==> src/rtl/mem_bus_scheduler.sv <==
// mem_bus_scheduler: arbitrates the single external AXI master port between the
// instruction cache and the data cache. Data wins ties; a grant is held until
// the final AXI response (txn_done) or a watchdog abort.
//
// Build option: define MEM_BUS_STARVE_GUARD_EN to force an instruction grant
// after MAX_DGRANTS consecutive data grants taken while an instruction request
// was waiting. Without it, data priority is strict.
//
// Requests are registered before the FSM uses them. The request registers are
// cleared on the edge that ends a grant, so the released cache's stale request
// is never seen again. As a result a grant appears one edge after its request
// is sampled, and at least one idle cycle separates consecutive grants.

module mem_bus_scheduler #(
    parameter int unsigned MAX_DGRANTS    = 4,
    parameter int unsigned TIMEOUT_CYCLES = 1024
) (
    input  logic clk,
    input  logic rst_n,
    input  logic i_req,
    input  logic d_req,
    input  logic txn_done,
    output logic i_gnt,
    output logic d_gnt,
    output logic sel,
    output logic busy,
    output logic timeout_err
);

    localparam int unsigned WdW = $clog2(TIMEOUT_CYCLES) + 1;
    localparam logic [WdW-1:0] WdLast = WdW'(TIMEOUT_CYCLES - 1);

    localparam logic [1:0] StIdle   = 2'd0;
    localparam logic [1:0] StGrantI = 2'd1;
    localparam logic [1:0] StGrantD = 2'd2;

    // Reject parameter values the counters cannot represent.
    if (TIMEOUT_CYCLES < 2) begin : g_bad_timeout
        $error("mem_bus_scheduler: TIMEOUT_CYCLES must be at least 2");
    end
    if (MAX_DGRANTS == 0 || MAX_DGRANTS > 15) begin : g_bad_max_dgrants
        $error("mem_bus_scheduler: MAX_DGRANTS must be in 1..15");
    end

    logic [1:0]     state_q, state_d;
    logic [WdW-1:0] wd_q, wd_d;
    logic           i_req_q, d_req_q;
    logic           tmo_d;
    logic           grant_end;
    logic           pick_d;

`ifdef MEM_BUS_STARVE_GUARD_EN
    localparam logic [3:0] StarveLimit = 4'(MAX_DGRANTS);
    logic [3:0] starve_q;

    // Data wins unless instruction fetch has waited through StarveLimit data grants.
    assign pick_d = d_req_q && !(i_req_q && (starve_q == StarveLimit));

    // Count data grants taken while an instruction request was waiting.
    always_ff @(posedge clk) begin
        if (!rst_n) begin
            starve_q <= 4'd0;
        end else if (state_q == StIdle && state_d == StGrantD) begin
            starve_q <= i_req_q ? starve_q + 4'd1 : 4'd0;
        end else if (state_q == StIdle && state_d == StGrantI) begin
            starve_q <= 4'd0;
        end
    end
`else
    assign pick_d = d_req_q;
`endif

    // Next state, watchdog count and abort decision.
    always_comb begin
        state_d   = state_q;
        wd_d      = wd_q;
        tmo_d     = 1'b0;
        grant_end = 1'b0;
        case (state_q)
            StIdle: begin
                // Holding zero in idle means every grant starts with a clear count.
                wd_d = '0;
                if (pick_d) begin
                    state_d = StGrantD;
                end else if (i_req_q) begin
                    state_d = StGrantI;
                end
            end
            StGrantI, StGrantD: begin
                if (txn_done) begin
                    state_d   = StIdle;
                    grant_end = 1'b1;
                end else if (wd_q == WdLast) begin
                    state_d   = StIdle;
                    tmo_d     = 1'b1;
                    grant_end = 1'b1;
                end else begin
                    wd_d = wd_q + WdW'(1);
                end
            end
            default: begin
                state_d = StIdle;
            end
        endcase
    end

    // State, request capture and registered outputs.
    always_ff @(posedge clk) begin
        if (!rst_n) begin
            state_q     <= StIdle;
            wd_q        <= '0;
            i_req_q     <= 1'b0;
            d_req_q     <= 1'b0;
            i_gnt       <= 1'b0;
            d_gnt       <= 1'b0;
            sel         <= 1'b0;
            busy        <= 1'b0;
            timeout_err <= 1'b0;
        end else begin
            state_q     <= state_d;
            wd_q        <= wd_d;
            i_req_q     <= grant_end ? 1'b0 : i_req;
            d_req_q     <= grant_end ? 1'b0 : d_req;
            i_gnt       <= (state_d == StGrantI);
            d_gnt       <= (state_d == StGrantD);
            sel         <= (state_d == StGrantD);
            busy        <= (state_d != StIdle);
            timeout_err <= tmo_d;
        end
    end

endmodule

==> config.mk <==
export PLATFORM = sky130hd
export DESIGN_NAME = mem_bus_scheduler
export DESIGN_NICKNAME = d
export VERILOG_FILES = /design/src/rtl/mem_bus_scheduler.sv
export SDC_FILE = /design/constraint.sdc
export NUM_CORES = 1
export LEC_CHECK = 0
export BUFFER_PORTS_ARGS = -buffer_cell sky130_fd_sc_hd__buf_2
export CORE_ASPECT_RATIO = 0.7
export CORE_MARGIN = 4
export CORE_UTILIZATION = 40
export CTS_BUF_LIST = sky130_fd_sc_hd__clkbuf_4
export DETAILED_ROUTE_END_ITERATION = 10
export PLACE_DENSITY = 0.68
export SETUP_SLACK_MARGIN = 0.4
export SYNTH_ARGS = -nofsm -noshare
export SYNTH_HDL_FRONTEND = slang
export SYNTH_SLANG_ARGS = --single-unit
==> constraint.sdc <==
create_clock -name clk -period 2.2 [get_ports clk]
set_clock_uncertainty 0.1 [all_clocks]
set_input_delay 0.11 -clock clk [delete_from_list [all_inputs] [get_ports clk]]
set_output_delay 0.11 -clock clk [all_outputs]
set_load 0.01 [all_outputs]
# After elaboration in Yosys (flattened, before gate mapping)
# Cells that the tools add are included.
# totals
mem_bits_ro	0
in_bits	5
register_bits	19
word_cells	36
out_inout_bits	5
mem_count	0
latch_bits	0
ram_bits	0
# op_classes
div	0
shift	0
addsub	1
bitwise_logic	2
n_reduce_logical	7
n_mul	0
order_cmp	0
n_eq_ne	7
n_mux	11
# ops
operator	n
two-way mux 11 bit	2
one-hot mux 11 bit (2 select lines)	1
adder 11 x 1 -> 11 bit (second input constant)	1
== test 11 x 10 -> 1 bit (second input constant)	1
two-way mux 2 bit	4
== test 2 x 1 -> 1 bit (second input constant)	2
== test 2 bit (second input constant)	2
!= test 2 bit (second input constant)	2
one-hot mux 2 bit (2 select lines)	1
nonzero test 2 bit	2
OR reduction 2 bit	2
two-way mux 1 bit	3
AND reduction 3 bit	1
OR reduction 3 bit	1
zero test 2 bit	1
inverter 1 bit	2

# Longest topological paths before layout
# Gate-level depths: netlist (run 1).
# depth
ltp_word	5
depth_mapped	6
depth_no_buf	6

# Worst setup path before layout (run 1)
# OpenSTA, ideal clock, no wires.
# synth_path
path_kind	register to register
startpoint	reg state_q[1]
endpoint	reg wd_q[5]
setup_time_ns	0.070
path_slack_ns	0.420
synth_period_minus_slack_ns	1.780
required_time_ns	2.030
arrival_ns	1.610
n_path_buf	0
stages_incl_launch_ff	7
path_cell_list	dfxtp_1 inv_1 ha_1 and2b_4 o31ai_4 or4_1 a21oi_1
# synth_between
elab_chain_len	4
word_cells_on_any_way	9
cone_classes	eq/ne (4); mux (1); reduce/logical (4)
# synth_lines
item	line_no	text
start, declared	45	logic [1:0] state_q, state_d;
start signal, assigned	110	state_q <= StIdle;
start signal, assigned	120	state_q <= state_d;
== test 2 x 1 -> 1 bit / == test 2 bit (equally long branches)	79	case (state_q)
OR reduction 2 bit	79	
!= test 2 bit (no source line) / nonzero test 2 bit (equally long branches)	-	
AND reduction 3 bit (no source line)	-	
end signal, assigned	121	wd_q <= wd_d;
end, declared	46	logic [WdW-1:0] wd_q, wd_d;
# Several ways; a longest one is shown, not always the timed one.
# A chain may end at the register's enable or synchronous reset.

# Worst setup path in the final report (run 1)
# layout_path
startpoint	reg state_q[0]
endpoint	reg wd_q[5]
# The elaborated chain is that of the path after synthesis.

==> results of run 1 <==
==> power by group <==
group	switching [uW]	internal, uW
Combinational	68.9	57.5
Sequential	6.69	357
Clock	98.8	82.9
Total	174	498
==> worst paths after layout <==
check / slack [ns] / depth (start not counted) / endpoint
max reg2reg: 0.46 / 6 / wd_q[5]
min: 0.07 / 3 / wd_q[1]
min reg2reg: 0.38 / 1 / wd_q[10]
max: 0.46 / 6 / wd_q[5]
==> metrics by stage <==
| stage | power (uW) | std cells | hold slack [ns] |
|---|---|---|---|
| 6_report | 672 | 153 | 0.0669 |
| 5_1_grt | 717 | 153 | 0.0641 |
| 4_1_cts | 663 | 148 | 0.0614 |
| 3_5_place_dp | 468 | 140 | 0.251 |
| 3_3_place_gp | 465 | 140 | 0.256 |
| 2_1_floorplan | 442 | 101 | 0.163 |
==> worst max-delay path: cells and delay by family (launching register included) <==
family	cells	cell delay [ns]
AOI/OAI and AO/OA	2	0.21
adders and majority gates	1	0.28
buffers and inverters	1	0.06
DFF	1	0.34
and+or+nand+nor	2	0.69
==> cell type report <==
cell class,count,area [um^2]
clock buffers,4,30.0
fillers,213,1020
inverters,4,15.0
multi-input cells,77,572
flip-flops and latches,19,384
well taps,32,40.0
repair buffers,17,110
==> registers in the layout (all words and copies together), names as in the netlist <==
name	flops
timeout_err	1
state_q	2
wd_q	11
sel	1
d_req_q	1
i_gnt	1
i_req_q	1
busy	1
==> routing by layer <==
metal  global-route usage  up-vias  routed length [um]
li1                     -      410                   -
met1                0.174      387                 929
met2                0.222       26                 946
met3               0.0417        2                 146
met4               0.0207        0                  19
met5                    0        -                   0
==> repair_timing <==
item / 4_1_cts / 5_1_grt
endpoints found under the setup margin: 6 / 15
hold endpoints to repair: 2 / 0
hold buffers: 2 / 0
cloned: 0 / 1
buffers inserted: 2 / 4
gates resized for setup: 3 / 6
pin swaps: 0 / 5
==> kinds of logic (layout without fill, tap and decap cells) <==
| kind of cell | Yosys count | after routing | synth area share |
|---|---|---|---|
| simple gates | 49 | 49 | 0.333 |
| compound gates | 20 | 21 | 0.146 |
| flops | 19 | 19 | 0.410 |
| buf+inv | 6 | 25 | 0.0283 |
| mux | 4 | 4 | 0.0431 |
| fa+ha+maj | 3 | 3 | 0.0404 |
==> placed cells by master, fill, tap and decap left out, types with 2 or more instances in the layout <==
master	count
and2_1	3
buf_4	6
and3_1	3
a21oi_1	5
dlygate4sd3_1	2
or3_1	4
nand2_1	13
inv_1	4
dfxtp_1	16
o21ai_1	3
mux2i_1	4
buf_2	9
nand3_1	6
clkbuf_4	4
nor2b_1	3
o21ai_0	5
dfxtp_2	3
nand3b_1	2
==> impl_metrics.tcl, run 1 <==
set metrics [dict create \
    cp-end-kind "flop" \
    synthDominantCellAreaShare 0.410 \
    layout-drive-gt1-share 0.281 \
    drv_slew 0 \
    hold_viol 0 \
    ant_nets 0 \
    nets 130 \
    yosysMostFrequentCell "dfxtp_1" \
    syn_to_final_growth_pct 24.0 \
    synth_nets 109 \
    gr-total-overflow 0 \
    grt_start_max_net_pins 13 \
    die_x_um 65.6 \
    antenna_found_initial 0 \
    crit_arrival_ns 1.87 \
    synth_edf_count 0 \
    status "finished clean" \
    dp_hpwl_um 1400 \
    timing.fmax_mhz 575 \
    crit_chain "inv_1 -> ha_4 -> and2b_4 -> o31ai_4 -> or4_4 -> a21oi_2" \
    grt_usage 0.134 \
    cts_sinks 19 \
    start_util 0.427 \
    setup_ws_ns 0.461 \
    vias 825 \
    grt_first_pass_wirelength_um 3370 \
    numCtsBuffers 3 \
    drt_first_iter_violations 27 \
    final.setup.tns_ns 0 \
    dieArea_um2 3170 \
    synth_top_flop_cell "dfxtp_1" \
    r2r-start "state_q[0]" \
    power_density_nw_per_um2 584 \
    gp_congestion 0.726 \
    fin_area_um2 1150 \
    syn_area_um2 928 \
    layout_min_cycle_time_ns 1.74 \
    cts_tree "yes" \
    yosys-top-cells-area "dfxtp_1, nand2_1, mux2i_1" \
    first_global_vias 745 \
    synth_warnings 0 \
    drt_first_pass_iters 4 \
    cts_buffer_depth 2 \
    clk_pin_slew_worst_paths_ns 0.10 \
    port_buffers 9 \
    place_area_um2 1000 \
    rsz0062_at_grt "false" \
    required_ns 2.33 \
    critPathLaunchType "flop" \
    htreeDepth 1 \
    clock_tree.root_cell "clkbuf_4" \
    synth.distinct_cells 37 \
    synth_common_cells "dfxtp_1, nand2_1, a21oi_1, nand3_1, o21ai_0" \
    viasPerCell 5.39 \
    clkLatencyLatePin_ns 0.29 \
    async_reset_ff_frac 0 \
    ys_ff_latch 19 \
    antenna_cells 0 \
    crit_type "reg2reg" \
    ioPinCount 10 \
    tightest_slew_ns 0.380 \
    yosysSeqAreaShare 0.410 \
    setup_violations 0 \
    syn_inst 101 \
    core_area_um2 2170 \
    final_util 0.530 \
    ir_worst_vdd_uv 338 \
    maxSlewHeadroom 0.745 \
    p_leak_uw 0.000492 \
    drc 0 \
    max_stage_delay_ns 0.49 \
    wl_per_cell_um 13.3 \
    wirelength_um 2040 \
    worstHoldStart "rst_n" \
    period_share 0.791 \
    fp-row-count 14 \
    avgSynthCellArea_um2 9.19 \
    startpoint "state_q[0]" \
    cp_slowest_cell "or4_4" \
    worstPathMaxFanout 6 \
    dp_slack_ns 0.273 \
    drv_cap 0 \
    yosys.area.top_type "dfxtp_1" \
    die_y_um 48.3 \
    hold_class "in2reg" \
]
Power figures use the tool's default switching activity.
==> inputs of run 2 (changes only) <==
- PLACE_DENSITY: 0.68 -> 0.7
- clock period: 2.2 -> 1.6 ns (I/O delays scaled with it)
==> impl_metrics.tcl, run 2 (synthesis results as in run 1) <==
set metrics [dict create \
    status "finished, violations left" \
    violations "setup timing" \
    grt_start_max_net_pins 13 \
    critPathLaunchType "flop" \
    multi_input_area_um2 624 \
    drv_cap 0 \
    timing.fmax_mhz 591 \
    r2r_end "wd_q[5]" \
    antenna_cells 0 \
    top_register "wd_q" \
    nets 142 \
    required_ns 1.74 \
    crit_arrival_ns 1.83 \
    top_regs "wd_q (11), state_q (2)" \
    rsz0062_at_grt "true" \
    wl_met3_um 90 \
    grt_usage 0.157 \
    startpoint "state_q[1]" \
    gp_congestion 0.794 \
    power_density_nw_per_um2 750 \
    gr-total-overflow 0 \
    ff_latch_area_um2 388 \
    max_stage_delay_ns 0.43 \
    clock_tree.root_cell "clkbuf_4" \
    numCtsBuffers 3 \
    fin_area_um2 1320 \
    r2r_slack_ns -0.09 \
    dp_slack_ns -0.0255 \
    setup_ws_ns -0.0914 \
    r2r-start "state_q[1]" \
    drt_first_iter_violations 53 \
    core_area_um2 2170 \
    dp_hpwl_um 1580 \
    ir_worst_vdd_uv 557 \
    maxSlewHeadroom 0.762 \
    crit_chain "inv_2 -> ha_4 -> and2b_4 -> o31ai_4 -> or4_4 -> a21oi_2" \
    cts_tree "yes" \
    htreeDepth 1 \
    cp-end-kind "flop" \
    final_common_cell "buf_4" \
    ioPinCount 10 \
    wirelength_um 2370 \
    hold_depth 3 \
    fillers 187 \
    layout_min_cycle_time_ns 1.69 \
    largest_reg_flops 11 \
    first_global_vias 823 \
    drc 0 \
    wl_per_cell_um 14.4 \
    setup_violations 4 \
    die_x_um 65.6 \
    rr_worst_depth 6 \
    tightest_slew_ns 0.357 \
    vias 880 \
    clk_pin_slew_worst_paths_ns 0.11 \
    period_share 1.06 \
    drt-met1-wl_um 1100 \
    ant_nets 0 \
    antenna_found_initial 0 \
    dieArea_um2 3170 \
    hold_class "in2reg" \
    hold_viol 0 \
    p_leak_uw 0.000575 \
    layout-drive-gt1-share 0.474 \
    viasPerCell 5.33 \
    cp_slowest_cell "or4_4" \
    crit_type "reg2reg" \
    drv_slew 0 \
    port_buffers 9 \
    die_y_um 48.3 \
    final_cell_mix "buf_4, dfxtp_1, nand2_1, buf_2, dfxtp_2" \
    routed.top_layer "met4" \
    place_area_um2 1140 \
    drt_first_pass_iters 4 \
    clkLatencyLatePin_ns 0.30 \
    cts_sinks 19 \
    start_util 0.427 \
    holdWs_ns 0.0123 \
    setup.worst_path.end "wd_q[5]" \
    wl_met2_um 1170 \
    syn_to_final_growth_pct 42.2 \
    fp-row-count 14 \
    grt_first_pass_wirelength_um 3870 \
    cts_buffer_depth 2 \
    worstPathMaxFanout 8 \
]
## run 2: cell count changes in the layout (fill, tap and decap cells not counted), sizes merged
cell,change
buf,+13
o31ai,-1
## run 2: worst max-delay path, delay by kind of cell (launching register included)
kind            cells  cell delay (ns)
simple gates        2             0.62
fa+ha+maj           1             0.28
buf+inv             1             0.04
compound gates      2             0.25
flops               1             0.35
## run 2: final cells by class
| cell class | count | share of cell area |
|---|---|---|
| timing repair buffer | 30 | 0.169 |
| sequential | 19 | 0.294 |
| inverter | 4 | 0.0114 |
| tap | 32 | 0.0303 |
| clock buffer | 4 | 0.0227 |
| multi-input combinational | 76 | 0.473 |
## run 2: worst min-delay path by stage
stage / from / endpoint / slack (ns)
floorplan: d_req / d_req_q / 0.13
global placement: d_req / d_req_q / 0.22
detailed placement: i_req / i_req_q / 0.22
CTS: rst_n / wd_q[0] / 0.01
global route: rst_n / wd_q[0] / 0.03
finish: rst_n / wd_q[0] / 0.01
## run 2: where the power goes
part | total, uW | internal [uW] | switching (uW)
logic | 229 | 114 | 115
registers | 501 | 491 | 9.28
clock network | 260 | 114 | 146
## run 2: stage by stage
stage | instances | util | TNS, ns | power [uW]
after detailed placement | 153 | 0.526 | -0.0255 | 682
final | 165 | 0.608 | -0.174 | 990
after global placement | 153 | 0.526 | 0 | 678
after floorplan | 101 | - | 0 | 620
after CTS | 162 | 0.569 | -0.0536 | 966
after global routing | 165 | 0.608 | -0.674 | 1040
## run 2: metal layers
layer	vias up	GRT usage
li1	438	-
met5	-	0
met2	19	0.229
met1	421	0.229
met3	2	0.0486
met4	0	0.0310
## run 2: timing repair
item,CTS,global route
setup endpoints to repair,19,19
cloned,0,0
endpoints found under the hold margin,2,0
pin swaps,6,12
gates resized for setup,6,17
hold buffers,2,0
buffers inserted,3,3
==> inputs of run 3 (changes only) <==
- PLACE_DENSITY: 0.7 -> 0.6
==> impl_metrics.tcl, run 3 (synthesis results as in run 1) <==
set metrics [dict create \
    first_global_vias 789 \
    grt_usage 0.153 \
    cts_sinks 19 \
    ff_latch_area_um2 399 \
    antenna_cells 0 \
    dp_hpwl_um 1550 \
    antenna_found_initial 0 \
    place_area_um2 1120 \
    wl_per_cell_um 14.2 \
    p_switching_uw 269 \
    rsz0062_at_grt "true" \
    clk_pin_slew_worst_paths_ns 0.10 \
    grt_start_max_net_pins 13 \
    critPathLaunchType "flop" \
    sw_frac_of_total 0.280 \
    gp_congestion 0.811 \
    clock_tree.root_cell "clkbuf_4" \
    fillers 199 \
    crit_type "reg2reg" \
    drt_first_iter_violations 54 \
    dieArea_um2 3170 \
    status "finished, violations left" \
    clkLatencyLatePin_ns 0.30 \
    gr-total-overflow 0 \
    start_util 0.427 \
    syn_to_final_growth_pct 42.7 \
    final.setup.tns_ns -0.194 \
    die_x_um 65.6 \
    core_area_um2 2170 \
    timing.fmax_mhz 597 \
    viasPerCell 5.07 \
    cts_buffer_depth 2 \
    final_common_cell "nand2_1" \
    layout-drive-gt1-share 0.450 \
    pwr-share-seq 0.515 \
    layout_min_cycle_time_ns 1.68 \
    drt_first_pass_iters 4 \
    setup_violations 3 \
    drv_slew 0 \
    crit_chain "inv_2 -> ha_4 -> nand4b_1 -> nor4b_2 -> mux2i_1 -> and2_1" \
    ir_worst_vdd_uv 374 \
    port_buffers 9 \
    htreeDepth 1 \
    worstPathMaxFanout 3 \
    pwr-share-clk 0.268 \
    largest_reg_flops 11 \
    cp_top_family "simple AND/OR/NAND/NOR gates" \
    wirelength_um 2280 \
    fin_area_um2 1330 \
    violations "setup timing" \
    ioPinCount 10 \
    grt_first_pass_wirelength_um 3790 \
    power_density_nw_per_um2 727 \
    drv_cap 0 \
    setup_ws_ns -0.0764 \
    top_register "wd_q" \
    p_leak_uw 0.000559 \
    multi_input_area_um2 656 \
    drc 0 \
    die_y_um 48.3 \
    period_share 1.05 \
    cp-end-kind "flop" \
    numCtsBuffers 3 \
    power_frac_comb 0.217 \
    internal_power_uw 694 \
    tightest_slew_ns 0.429 \
    maxSlewHeadroom 0.711 \
    ant_nets 0 \
    required_ns 1.75 \
    cts_tree "yes" \
    max_stage_delay_ns 0.36 \
    crit_arrival_ns 1.83 \
    hold_viol 0 \
    top_regs "wd_q (11), state_q (2)" \
    vias 817 \
    cp_num_buf_inv 1 \
    nets 138 \
    power_uw 963 \
    dp_slack_ns -0.0312 \
    cp_slowest_cell "dfxtp_2" \
    hold_class "in2reg" \
    fp-row-count 14 \
    final_cell_mix "nand2_1, dfxtp_1, buf_4, buf_2, dfxtp_2" \
]
## run 3: cell type report
type | instances | area share
inverter | 4 | 0.0113
sequential | 19 | 0.301
multi-input combinational | 77 | 0.495
tap | 32 | 0.0302
clock buffer | 4 | 0.0227
timing repair buffer | 25 | 0.140
## run 3: worst min-delay path: stages
cell     delay (ns)
buf_2          0.17
nand2_1        0.08
o21ai_1        0.05
## run 3: through the flow
| stage | std cells | hold WS (ns) | utilization |
|---|---|---|---|
| 4_1_cts | 159 | 0.00656 | 0.581 |
| 2_1_floorplan | 101 | 0.133 | - |
| 3_3_place_gp | 150 | 0.218 | 0.516 |
| 3_5_place_dp | 150 | 0.224 | 0.516 |
| 5_1_grt | 161 | 0.0415 | 0.610 |
| 6_report | 161 | 0.0148 | 0.610 |
## run 3: layer usage
layer  global-route usage  share of wire  wire (um)
met5                    0              0          0
met2                0.198           0.44       1010
met1                0.241           0.52       1190
met3               0.0556          0.030         68
met4               0.0207         0.0044         10
## run 3: power groups by stage
stage / logic (uW) / registers [uW] / clock network (uW)
after floorplan: 102 / 518 / 0
after global placement: 168 / 511 / 0
after detailed placement: 167 / 512 / 0
after CTS: 191 / 496 / 268
after global routing: 228 / 498 / 285
final: 209 / 496 / 258
## run 3: worst paths after layout
check / startpoint / end / slack [ns] / cells after the start
hold / removal: rst_n / wd_q[0] / 0.01 / 3
setup / recovery: state_q[1] / wd_q[9] / -0.08 / 6
setup reg to reg: state_q[1] / wd_q[9] / -0.08 / 6
hold reg to reg: wd_q[10] / wd_q[10] / 0.38 / 1
## run 3: timing repair
| item | in CTS | in global routing |
|---|---|---|
| pin swaps | 10 | 9 |
| gates cloned | 1 | 0 |
| buffers inserted | 2 | 2 |
| hold endpoints to repair | 2 | 0 |
| hold buffers | 2 | 0 |
| gates resized for setup | 19 | 10 |
| setup endpoints to repair | 19 | 19 |
